`src/rtl/instruction_fetch.sv`:
```
// -----------------------------------------------------------------------------
// instruction_fetch
//
// Single-issue instruction fetch stage in front of a synchronous instruction
// memory. The memory returns read data one cycle after it samples pc_addr.
// The stage therefore keeps one address "in flight" (if_pc / if_valid) whose
// data appears on mem_instr in the following cycle. When there is no stall,
// the stage delivers one instruction per cycle to decode.
//
// Optional feature (compile-time macro FETCH_HALT_EN):
//   When the macro is defined, a captured word of 16'hFFFF is a halt opcode.
//   It is not presented to decode. Fetch freezes in HALT until reset.
//   When the macro is undefined, 16'hFFFF is an ordinary instruction and
//   halted is tied low.
//
// Parameters
//   RESET_VECTOR   first fetch address after reset
//
// Ports
//   clk            single clock, rising-edge state updates
//   reset          asynchronous, active-high reset
//   pc_addr        fetch address driven to the instruction memory
//   mem_instr      instruction memory read data (registered, 1-cycle latency)
//   stall          downstream not accepting; instr_valid && !stall = consumed
//   branch_taken   redirect request, sampled each edge
//   branch_target  redirect address
//   instr_out      fetched instruction to decode
//   instr_pc       address of instr_out
//   instr_valid    instr_out / instr_pc valid
//   halted         fetch stopped on halt opcode
// -----------------------------------------------------------------------------
module instruction_fetch #(
  parameter logic [7:0] RESET_VECTOR = 8'h00
) (
  input  logic        clk,
  input  logic        reset,
  output logic [7:0]  pc_addr,
  input  logic [15:0] mem_instr,
  input  logic        stall,
  input  logic        branch_taken,
  input  logic [7:0]  branch_target,
  output logic [15:0] instr_out,
  output logic [7:0]  instr_pc,
  output logic        instr_valid,
  output logic        halted
);

  // FILL : nothing in flight; the next edge launches pc_addr into memory.
  // RUN  : one word in flight; each accepted edge captures it and launches
  //        the next address.
  // STALL: decode holds a valid word. The in-flight word was dropped, and
  //        pc_addr was rewound to re-request it.
  // HALT : halt opcode seen; only reset leaves this state.
  localparam logic [1:0] S_FILL  = 2'd0;
  localparam logic [1:0] S_RUN   = 2'd1;
  localparam logic [1:0] S_STALL = 2'd2;
`ifdef FETCH_HALT_EN
  localparam logic [1:0] S_HALT  = 2'd3;
`endif

  logic [1:0]  state_q,       state_d;
  logic [7:0]  pc_addr_q,     pc_addr_d;
  logic [7:0]  if_pc_q,       if_pc_d;
  logic        if_valid_q,    if_valid_d;
  logic [15:0] instr_out_q,   instr_out_d;
  logic [7:0]  instr_pc_q,    instr_pc_d;
  logic        instr_valid_q, instr_valid_d;
`ifdef FETCH_HALT_EN
  logic        halted_q,      halted_d;
`endif

  // ---------------------------------------------------------------------------
  // Next-state logic
  // ---------------------------------------------------------------------------
  always_comb begin
    // NOTE: every signal written here gets a default first (hold its current
    // value). Then no path through the case leaves a signal unassigned, and
    // no latch is inferred.
    state_d       = state_q;
    pc_addr_d     = pc_addr_q;
    if_pc_d       = if_pc_q;
    if_valid_d    = if_valid_q;
    instr_out_d   = instr_out_q;
    instr_pc_d    = instr_pc_q;
    instr_valid_d = instr_valid_q;
`ifdef FETCH_HALT_EN
    halted_d      = halted_q;
`endif

    case (state_q)
      S_FILL: begin
        if (branch_taken) begin
          pc_addr_d     = branch_target;
          instr_valid_d = 1'b0;
          if_valid_d    = 1'b0;
          state_d       = S_FILL;
        end else begin
          // Memory samples pc_addr on this edge; remember which address that was.
          if_pc_d    = pc_addr_q;
          if_valid_d = 1'b1;
          pc_addr_d  = pc_addr_q + 8'd1;
          state_d    = S_RUN;
        end
      end

      S_RUN: begin
        if (branch_taken) begin
          // Redirect wins over stall; the word now on mem_instr is dropped.
          pc_addr_d     = branch_target;
          instr_valid_d = 1'b0;
          if_valid_d    = 1'b0;
          state_d       = S_FILL;
        end else if (stall && instr_valid_q) begin
          // Decode cannot take a new word, so the in-flight word has nowhere
          // to go. Rewind the fetch address to re-request it after the stall.
          pc_addr_d  = if_pc_q;
          if_valid_d = 1'b0;
          state_d    = S_STALL;
        end else if (if_valid_q) begin
`ifdef FETCH_HALT_EN
          if (mem_instr == 16'hFFFF) begin
            // Halt opcode: not presented; pc_addr stays where it is.
            instr_valid_d = 1'b0;
            halted_d      = 1'b1;
            state_d       = S_HALT;
          end else
`endif
          begin
            instr_out_d   = mem_instr;
            instr_pc_d    = if_pc_q;
            instr_valid_d = 1'b1;
            if_pc_d       = pc_addr_q;
            pc_addr_d     = pc_addr_q + 8'd1;
          end
        end
      end

      S_STALL: begin
        if (branch_taken) begin
          pc_addr_d     = branch_target;
          instr_valid_d = 1'b0;
          if_valid_d    = 1'b0;
          state_d       = S_FILL;
        end else if (!stall) begin
          // The held word is consumed on this edge. Memory samples pc_addr
          // (== if_pc) now, so if_pc is in flight again, and its data is
          // captured next cycle. That leaves a single bubble on instr_valid.
          instr_valid_d = 1'b0;
          if_valid_d    = 1'b1;
          pc_addr_d     = if_pc_q + 8'd1;
          state_d       = S_RUN;
        end
      end

`ifdef FETCH_HALT_EN
      S_HALT: begin
        // Frozen: branch_taken and stall have no effect here.
        state_d = S_HALT;
      end
`endif

      default: begin
        // Unreachable encodings recover through a clean refill.
        instr_valid_d = 1'b0;
        if_valid_d    = 1'b0;
        state_d       = S_FILL;
      end
    endcase
  end

  // ---------------------------------------------------------------------------
  // State registers
  // ---------------------------------------------------------------------------
  // NOTE: sequential state uses non-blocking assignments only. All flops then
  // update together from values sampled before the edge, regardless of the
  // order in which the simulator evaluates the statements.
  always_ff @(posedge clk or posedge reset) begin
    if (reset) begin
      state_q       <= S_FILL;
      pc_addr_q     <= RESET_VECTOR;
      if_pc_q       <= 8'h00;
      if_valid_q    <= 1'b0;
      instr_out_q   <= 16'h0000;
      instr_pc_q    <= 8'h00;
      instr_valid_q <= 1'b0;
    end else begin
      state_q       <= state_d;
      pc_addr_q     <= pc_addr_d;
      if_pc_q       <= if_pc_d;
      if_valid_q    <= if_valid_d;
      instr_out_q   <= instr_out_d;
      instr_pc_q    <= instr_pc_d;
      instr_valid_q <= instr_valid_d;
    end
  end

`ifdef FETCH_HALT_EN
  always_ff @(posedge clk or posedge reset) begin
    if (reset) halted_q <= 1'b0;
    else       halted_q <= halted_d;
  end

  assign halted = halted_q;
`else
  assign halted = 1'b0;
`endif

  assign pc_addr     = pc_addr_q;
  assign instr_out   = instr_out_q;
  assign instr_pc    = instr_pc_q;
  assign instr_valid = instr_valid_q;

endmodule

```
`config.mk`:
```
export PLATFORM = sky130hd
export DESIGN_NAME = instruction_fetch
export DESIGN_NICKNAME = d
export VERILOG_FILES = /design/src/rtl/instruction_fetch.sv
export SDC_FILE = /design/constraint.sdc
export NUM_CORES = 1
export LEC_CHECK = 0
export BUFFER_PORTS_ARGS = -buffer_cell sky130_fd_sc_hd__buf_2
export CORE_MARGIN = 5
export CORE_UTILIZATION = 50
export CTS_BUF_LIST = sky130_fd_sc_hd__clkbuf_4 sky130_fd_sc_hd__clkbuf_8
export CTS_CLUSTER_DIAMETER = 150
export DETAILED_ROUTE_END_ITERATION = 8
export GPL_ROUTABILITY_DRIVEN = 0
export PLACE_DENSITY = 0.75
export REMOVE_ABC_BUFFERS = 1
export SYNTH_ARGS = -nofsm -noshare
export SYNTH_HDL_FRONTEND = slang
export SYNTH_SLANG_ARGS = --single-unit
export TNS_END_PERCENT = 1
```
`constraint.sdc`:
```
create_clock -name clk -period 3.4 [get_ports clk]
set_clock_uncertainty 0.2 [all_clocks]
set_input_delay 0.17 -clock clk [delete_from_list [all_inputs] [get_ports clk]]
set_output_delay 0.17 -clock clk [all_outputs]
set_load 0.1 [all_outputs]
```
==> metrics.txt, run 1 <==
number of global-route vias before repair 2033; final cell area excluding filler cells 3140 sq um; Die Width 82.0 um; mean number of vias per cell 5.50; simple-gate portion of the synthesized area 0.145; Min Clock Period, post-route 2.39 ns; final period utilization 0.704; buffers from clock root to sink, at most 2; Worst Path Required 3.40 ns; Yosys warning total 0; global route total overflow 0; number of H-tree branching levels 2; Top-Level Pins 62; layout filler cell count 437; largest cells by area after synthesis dfrtp_1 42%, mux2_2 14%, xnor2_1 3.0%; Starting Density 0.511; cts bufs inserted 5; slew at the pin with the worst max-slew slack 0.721 ns; run status finished, final reports clean; Post-synth top cells 44 x dfrtp_1, 32 x mux2_2, 19 x nand2_1; wire length of the first global-routing pass 10.0 mm; count of input and output buffers 60; total instance count after detailed placement 355; number of flops mapped to enable cells by yosys 0; flops & latches, synth 44; setup tns final 0 ns; area occupied by registers 1100 sq um; most used flip-flop cell after synthesis dfrtp_1; synthesized-area fraction occupied by ao, oa, aoi and oai cells 0.141; Yosys top cell area share 0.424; Placed Instance Area 2850 sq um; share of synthesized area spent on multiplexers 0.155; global router's overall resource usage 0.195; sequential cell area fraction in the yosys report 0.424; post-synthesis cell type count 53; adder-cell area share of the yosys netlist 0.0289; register clock-pin slew on the reported worst setup and hold paths 0.09 ns; setup fix buffers added after clock tree synthesis 0; combinational family with the most area after synthesis multiplexers; share of layout cells above drive strength 1 0.361; clock tree from TritonCTS yes; Multi-input gate area 1330 sq um; maximum fanout along the worst path 14; Clock Latency Late Sink 0.31 ns; full die area 6730 sq um; # setup viols final 0; Hold-fix buffers, CTS 17; pin count of the biggest net entering global routing 45; Hold/Removal Path Class in2reg; Slew Limit Headroom 0.520; Initial DRT Pass Iterations 4; Fmax 0.418 GHz; Post-layout nets 343; master cell of the clock root buffer clkbuf_8; startpoint kind of the worst setup timing path register; xor and xnor area share after synthesis 0.0405; asr flop ratio synth 1.00; number of standard cells in the final layout excluding fillers 380; largest area contributor in the synthesized netlist dfrtp_1; Slew Viols, Final 0; total routed wirelength 6.09 mm; vertical die dimension 82.0 um; row count 26; setup repair after global routing missed its margin no; signal arrival time at the worst endpoint 2.40 ns; total inserted antenna cells 0; number of sinks handled by clock tree synthesis 44; most repeated cell in the gate-level netlist after synthesis dfrtp_1; total count of hold-check failures in the final report 0; dpl hpwl 4.09 mm; violation count after the first detailed-routing iteration 182; WL per Instance 16.0 um; kind of capture point of the worst setup path register; Placeable Area 5070 sq um; mapped cell area 2590 sq um; syn_area_per_cell 10.9 sq um; quantity of gates resized following cts 0; end-of-flow core utilization 0.618; antenna violations before repair 0; max cap viols 0; via count 2091; count of antenna-violating nets left after detailed routing 0; layout overhead on the synthesized area 20.9%; crit path kind reg2reg; cell count after synthesis 237; number of remaining DRC errors 0
## cell type report
cell class	count	area share
clock buffers	5	0.0219
clock inverters	3	0.0148
inverters	7	0.00838
multi-input cells	173	0.424
flip-flops and latches	44	0.351
well taps	70	0.0279
repair buffers	78	0.152
## metal layers
layer	wire, um	GRT usage
met1	2740	0.258
met2	2990	0.322
met3	251	0.0329
met4	112	0.0648
met5	0	0
## worst max-delay path, stage by stage, from the launching register on
cell	delay, ns
dfrtp_1	0.42
inv_1	0.09
ha_1	0.52
nand2b_4	0.14
o311ai_4	0.57
nor3_1	0.13
a22o_1	0.21
## kinds of logic (layout without fill, tap and decap cells)
kind of cell,count (synthesis),in the layout
AND/OR/NAND/NOR,70,70
other,1,1
XOR/XNOR,12,12
multiplexers,36,36
flip-flops,44,44
adder cells (fa/ha/maj),6,6
buffers and inverters,20,93
AO/OA/AOI/OAI,48,48
## path summary, 6_finish.rpt
check / start / end / slack, ns / depth (start not counted)
worst max-delay path: state_q[1] / pc_addr[2] / 1.01 / 6
worst min-delay path: branch_target[5] / pc_addr[5] / 0.08 / 5
worst max register to register: state_q[1] / pc_addr[2] / 1.01 / 6
worst min register to register: instr_out[10] / instr_out[10] / 0.30 / 1
max in group asynchronous: reset / pc_addr[0] / 2.28 / 4
min in group asynchronous: reset / if_pc_q[4] / 0.36 / 4
## state kept, by name, summed over array words and instances, names as in the netlist
register     count
if_pc_q          8
if_valid_q       1
instr_out       16
instr_pc         8
instr_valid      1
pc_addr          8
state_q          2
## metrics by stage
stage,setup slack [ns],hold slack (ns)
after floorplan,0.992,0.0331
after global placement,1.12,0.139
after detailed placement,1.02,0.137
after CTS,1.00,0.0797
after global routing,0.848,0.107
final,1.01,0.0780
## layout by cell type (no fill, tap or decap), drive strengths merged, types with 2 or more instances in the layout
master,Yosys,layout
o31ai,4,4
o311ai,2,2
clkbuf,4,5
o211ai,2,2
nand3,15,15
and2,5,5
nand2,21,21
a22oi,2,2
o21ai,14,14
dfrtp,44,44
or2b,2,2
xor2,3,3
dlygate4sd3,0,17
mux2i,2,2
mux2,34,34
ha,6,6
buf,9,61
and3,4,4
nor2,12,12
a211oi,5,5
a21oi,6,6
a32oi,2,2
nor3,4,4
inv,7,7
a22o,2,2
xnor2,9,9
nor2b,2,2
Power of run 1 is left out: the tool's default activity adds up to more than one toggle a clock period on the data nets, which glitch-free logic cannot reach.
==> run 2: changes to the inputs <==
- PLACE_DENSITY: 0.75 -> 0.78
- clock period: 3.4 -> 1.9 ns (I/O delays scaled with it)
==> run 2 against run 1 <==
Compared with the run above:
- the flow now finishes with violations (negative hold slack, negative setup slack)
- worst setup slack lost 1.0 ns
- first-iteration DRC count shrank 16%
- critical path type unchanged
- sequential share of layout area shrank 3.7 points
- utilization grew 7.2 points
- register-to-register slack lost 1.0 ns
- non-clock buffer count grew 36
==> metrics.txt, run 2 (synthesized netlist as in run 1, its figures left out) <==
run status finished with violations (was finished, final reports clean); failing checks negative hold slack, negative setup slack; pin count of the biggest net entering global routing 25 (was 45); antenna violations before repair 0 (unchanged); # setup viols final 1 (was 0); count of antenna-violating nets left after detailed routing 0 (unchanged); Worst Reg-to-Reg Cells 7 (was 6); Multi-input gate area 1400 sq um (was 1330 sq um); Top-Level Pins 62 (unchanged); clock tree from TritonCTS yes (unchanged); maximum fanout along the worst path 4 (was 14); Slew Limit Headroom 0.602 (was 0.520); worst hold slack -0.00689 ns (was 0.0780 ns); global route total overflow 0 (unchanged); Worst Path Required 1.88 ns (was 3.40 ns); worst-case register-to-register setup slack -0.01 ns (was 1.01 ns); Critical Path Source state_q[1] (unchanged); layout filler cell count 393 (was 437); final cell area excluding filler cells 3500 sq um (was 3140 sq um); Hold/Removal Path Class in2reg (unchanged); vertical die dimension 82.0 um (unchanged); mean number of vias per cell 5.41 (was 5.50); Post-layout nets 379 (was 343); total routed wirelength 6.81 mm (was 6.09 mm); Global Route met3 Usage 0.0307 (was 0.0329); register clock-pin slew on the reported worst setup and hold paths 0.09 ns (about the same); Placeable Area 5070 sq um (unchanged); buffers from clock root to sink, at most 2 (unchanged); Placement Setup Slack -0.0938 ns (was 1.02 ns); global router's overall resource usage 0.213 (was 0.195); Clock Latency Late Sink 0.30 ns (was 0.31 ns); number of H-tree branching levels 2 (unchanged); met2 track utilization from global routing 0.361 (was 0.322); row count 26 (unchanged); startpoint kind of the worst setup timing path register (unchanged); setup repair after global routing missed its margin yes (was no); Starting Density 0.511 (unchanged); commonest non-fill, non-tap cells in the layout 60 x buf_2, 44 x dfrtp_1, 32 x mux2_2, 32 x buf_4 (was 60 x buf_2, 44 x dfrtp_1, 32 x mux2_2); Placed Instance Area 3100 sq um (was 2850 sq um); dpl hpwl 4.85 mm (was 4.09 mm); fin worst setup slack -0.0117 ns (was 1.01 ns); final period utilization 1.01 (was 0.704); Slew Viols, Final 0 (unchanged); number of cells traversed by the worst hold path 3 (was 5); WL per Instance 16.4 um (was 16.0 um); worst reg2reg path endpoint pc_addr[7] (was pc_addr[2]); launching point of the worst reg2reg path state_q[1] (unchanged); cts bufs inserted 5 (unchanged); slew at the pin with the worst max-slew slack 0.593 ns (was 0.721 ns); count of input and output buffers 60 (unchanged); Worst setup endpoint pc_addr[7] (was pc_addr[2]); Fmax 0.523 GHz (was 0.418 GHz); met1 usage in global routing 0.273 (was 0.258); layout overhead on the synthesized area 35.0% (was 20.9%); max reg flops 16 (unchanged); end-of-flow core utilization 0.690 (was 0.618); total count of hold-check failures in the final report 1 (was 0); Initial DRT Pass Iterations 4 (unchanged); kind of capture point of the worst setup path register (unchanged); signal arrival time at the worst endpoint 1.89 ns (was 2.40 ns); Min Clock Period, post-route 1.91 ns (was 2.39 ns); via count 2250 (was 2091); master cell of the clock root buffer clkbuf_8 (unchanged); number of sinks handled by clock tree synthesis 44 (unchanged); violation count after the first detailed-routing iteration 153 (was 182); crit path kind reg2reg (unchanged); full die area 6730 sq um (unchanged); most common library cell in the layout ignoring fill and taps buf_2 (unchanged); highest-utilization routing layer at the global route stage met2 (unchanged); wire length of the first global-routing pass 10.8 mm (was 10.0 mm); max cap viols 0 (unchanged); number of remaining DRC errors 0 (unchanged); share of layout cells above drive strength 1 0.457 (was 0.361); total inserted antenna cells 0 (unchanged); number of global-route vias before repair 2233 (was 2033); Die Width 82.0 um (unchanged); area occupied by registers 1100 sq um (unchanged)
[run 2: cell count changes in the layout (fill, tap and decap cells not counted), moves of 3 or more]
cell | previous run | this run
ha_1 | 6 | 2
ha_2 | 0 | 3
nor3_1 | 4 | 1
buf_4 | 1 | 32
nor3_2 | 0 | 3
[run 2: routing by layer]
metal | vias to the layer above | routed length, um
met5 | - | 0
met4 | 0 | 124
met3 | 12 | 399
met2 | 76 | 3410
met1 | 1093 | 2880
li1 | 1069 | -
[run 2: how the worst min path moves through the flow]
stage                           startpoint             to
after floorplan               branch_taken     state_q[1]
after global placement               reset   instr_out[4]
after detailed placement             reset  instr_out[10]
after CTS                 branch_target[4]     pc_addr[4]
after global routing      branch_target[4]     pc_addr[4]
final                     branch_target[1]     pc_addr[1]
[run 2: final cells by class]
type | instances | share of cell area
Clock inverter | 3 | 0.0136
Clock buffer | 5 | 0.0196
Inverter | 7 | 0.00750
Timing Repair Buffer | 114 | 0.221
Sequential cell | 44 | 0.314
Tap cell | 70 | 0.0250
Multi-Input combinational cell | 173 | 0.399
[run 2: critical path, stage by stage, from the launching register on]
cell and delay [ns]:
dfrtp_1 0.40, buf_4 0.15, ha_2 0.17, nand3b_1 0.19, o311a_4 0.25, nand2_4 0.07
a211oi_1 0.25, a22oi_1 0.13
[run 2: what timing repair did]
action | in CTS | in global routing
gates resized for setup | 3 | 17
hold endpoints to repair | 49 | 0
hold buffers | 19 | 0
setup endpoints to repair | 39 | 41
buffers inserted | 0 | 3
pin swaps | 2 | 5
[run 2: through the flow]
| stage | hold slack, ns | setup TNS (ns) | std cells |
|---|---|---|---|
| after detailed placement | -0.0851 | -0.876 | 386 |
| after global placement | -0.0854 | -0.0254 | 386 |
| after floorplan | -0.0419 | -14.41 | 224 |
| final | -0.00689 | -0.0117 | 416 |
| after CTS | 0.0148 | -0.0119 | 413 |
| after global routing | 0.0142 | -0.610 | 416 |
Power of run 2 is left out for the same reason.
==> run 3: changes to the inputs <==
- GPL_TIMING_DRIVEN: default -> 0
==> run 3 against run 2 <==
Compared with the run above:
- die area did not move
- non-clock buffer count fell by 17
- first-iteration DRC count rose by 58%
- routed wire length fell by 2.9%
- register-to-register slack barely moved
- critical path type unchanged
- utilization fell by 0.89 points
- sequential share of layout area rose by 0.59 points
- the run still ends with negative hold slack, negative setup slack left
- sequential cell count did not move
- critical path depth did not move
- cell area fell by 1.3%
- global-route usage fell by 0.66 points
==> metrics.txt, run 3 (synthesized netlist as in run 1, its figures left out) <==
crit path kind reg2reg (unchanged); total inserted antenna cells 0 (unchanged); slew at the pin with the worst max-slew slack 0.754 ns (was 0.593 ns); signal arrival time at the worst endpoint 1.91 ns (was 1.89 ns); buffers from clock root to sink, at most 2 (unchanged); startpoint kind of the worst setup timing path register (unchanged); worst hold path startpoint branch_target[1] (unchanged); full die area 6730 sq um (unchanged); max cap viols 0 (unchanged); number of sinks handled by clock tree synthesis 44 (unchanged); row count 26 (unchanged); vertical die dimension 82.0 um (unchanged); final period utilization 1.01 (about the same); layout filler cell count 393 (unchanged); Top-Level Pins 62 (unchanged); Initial DRT Pass Iterations 5 (was 4); Fmax 0.523 GHz (about the same); Slew Viols, Final 0 (unchanged); launching point of the worst reg2reg path state_q[1] (unchanged); antenna violations before repair 0 (unchanged); setup repair after global routing missed its margin yes (unchanged); Worst Path Required 1.90 ns (was 1.88 ns); via count 2226 (was 2250); Starting Density 0.511 (unchanged); failing checks negative hold slack, negative setup slack (unchanged); commonest non-fill, non-tap cells in the layout 60 x buf_2, 39 x dfrtp_1, 32 x mux2_2 (was 60 x buf_2, 44 x dfrtp_1, 32 x mux2_2, 32 x buf_4); total count of hold-check failures in the final report 1 (unchanged); Post-layout nets 363 (was 379); Clock Latency Late Sink 0.30 ns (about the same); Critical-path top delay cell dfrtp_2 (was dfrtp_1); dpl hpwl 4.14 mm (was 4.85 mm); worst reg2reg path endpoint pc_addr[4] (was pc_addr[7]); number of standard cells in the final layout excluding fillers 400 (was 416); layout overhead on the synthesized area 33.3% (was 35.0%); register clock-pin slew on the reported worst setup and hold paths 0.09 ns (about the same); worst hold slack -0.00512 ns (was -0.00689 ns); Slew Limit Headroom 0.497 (was 0.602); most common library cell in the layout ignoring fill and taps buf_2 (unchanged); WL per Instance 16.5 um (was 16.4 um); kind of capture point of the worst setup path register (unchanged); number of remaining DRC errors 0 (unchanged); total routed wirelength 6.62 mm (was 6.81 mm); Die Width 82.0 um (unchanged); mean number of vias per cell 5.57 (was 5.41); cts bufs inserted 5 (unchanged); Placed Instance Area 2860 sq um (was 3100 sq um); number of H-tree branching levels 2 (unchanged); wire length of the first global-routing pass 10.7 mm (was 10.8 mm); pin count of the biggest net entering global routing 45 (was 25); count of antenna-violating nets left after detailed routing 0 (unchanged); worst-case register-to-register setup slack -0.01 ns (about the same); setup tns final -0.0106 ns (was -0.0117 ns); max reg flops 16 (unchanged); Worst Reg-to-Reg Cells 7 (unchanged); clock tree from TritonCTS yes (unchanged); fin worst setup slack -0.0106 ns (was -0.0117 ns); share of layout cells above drive strength 1 0.467 (was 0.457); run status finished with violations (unchanged); count of input and output buffers 60 (unchanged); endpoint with the worst hold slack pc_addr[1] (unchanged); total instance count after detailed placement 355 (was 386); Min Clock Period, post-route 1.91 ns (about the same); Hold/Removal Path Class in2reg (unchanged); global router's overall resource usage 0.206 (was 0.213); max incr delay on CP 0.47 ns (was 0.40 ns); global route total overflow 0 (unchanged); Placeable Area 5070 sq um (unchanged); number of global-route vias before repair 2146 (was 2233); violation count after the first detailed-routing iteration 241 (was 153); final cell area excluding filler cells 3460 sq um (was 3500 sq um); number of cells traversed by the worst hold path 3 (unchanged); maximum fanout along the worst path 7 (was 4); master cell of the clock root buffer clkbuf_8 (unchanged); # setup viols final 1 (unchanged); Cell Chain, Critical Path inv_4 -> ha_4 -> nand2b_4 -> o311a_4 -> nand2_4 -> a311oi_1 -> a211oi_1 (was buf_4 -> ha_2 -> nand3b_1 -> o311a_4 -> nand2_4 -> a211oi_1 -> a22oi_1)
## run 3: how the worst max path moves through the flow
stage	startpoint	end	slack, ns
6_report	state_q[1]	pc_addr[4]	-0.01
5_1_grt	state_q[0]	pc_addr[4]	-0.06
4_1_cts	state_q[1]	pc_addr[4]	-0.02
3_5_place_dp	state_q[1]	if_pc_q[7]	-0.50
3_3_place_gp	state_q[1]	pc_addr[2]	-0.47
2_1_floorplan	pc_addr[0]	pc_addr[2]	-0.51
## run 3: through the flow
step,util,setup WS (ns)
6_report,0.681,-0.0106
5_1_grt,0.681,-0.0589
4_1_cts,0.651,-0.0200
3_5_place_dp,0.564,-0.496
3_3_place_gp,0.560,-0.472
2_1_floorplan,-,-0.508
## run 3: cell type report
type	instances	area (sq um)	share of cell area
Inverter	7	28.8	0.00832
Sequential cell	44	1110	0.320
Multi-Input combinational cell	174	1450	0.420
Tap cell	70	87.6	0.0253
Clock inverter	3	46.3	0.0134
Clock buffer	5	68.8	0.0199
Timing Repair Buffer	97	668	0.193
## run 3: critical path, delay by kind of cell (launching register included)
family / cells / cell delay [ns]
buffers and inverters: 1 / 0.09
AO/OA/AOI/OAI: 3 / 0.66
AND/OR/NAND/NOR: 2 / 0.18
flip-flops: 1 / 0.47
adder cells (fa/ha/maj): 1 / 0.19
## run 3: what timing repair did
action | CTS | global route
resized for setup | 17 | 20
pin swaps | 6 | 12
hold buffers | 18 | 0
cloned | 0 | 1
hold endpoints to repair | 60 | 0
setup endpoints to repair | 42 | 39
buffers inserted | 8 | 10
## run 3: per-layer routing
layer / vias up / GRT usage / share of wire
li1: 1040 / - / -
met2: 79 / 0.338 / 0.50
met4: 0 / 0.0548 / 0.014
met3: 14 / 0.0351 / 0.056
met1: 1093 / 0.283 / 0.43
met5: - / 0 / 0
Power of run 3 is left out for the same reason.
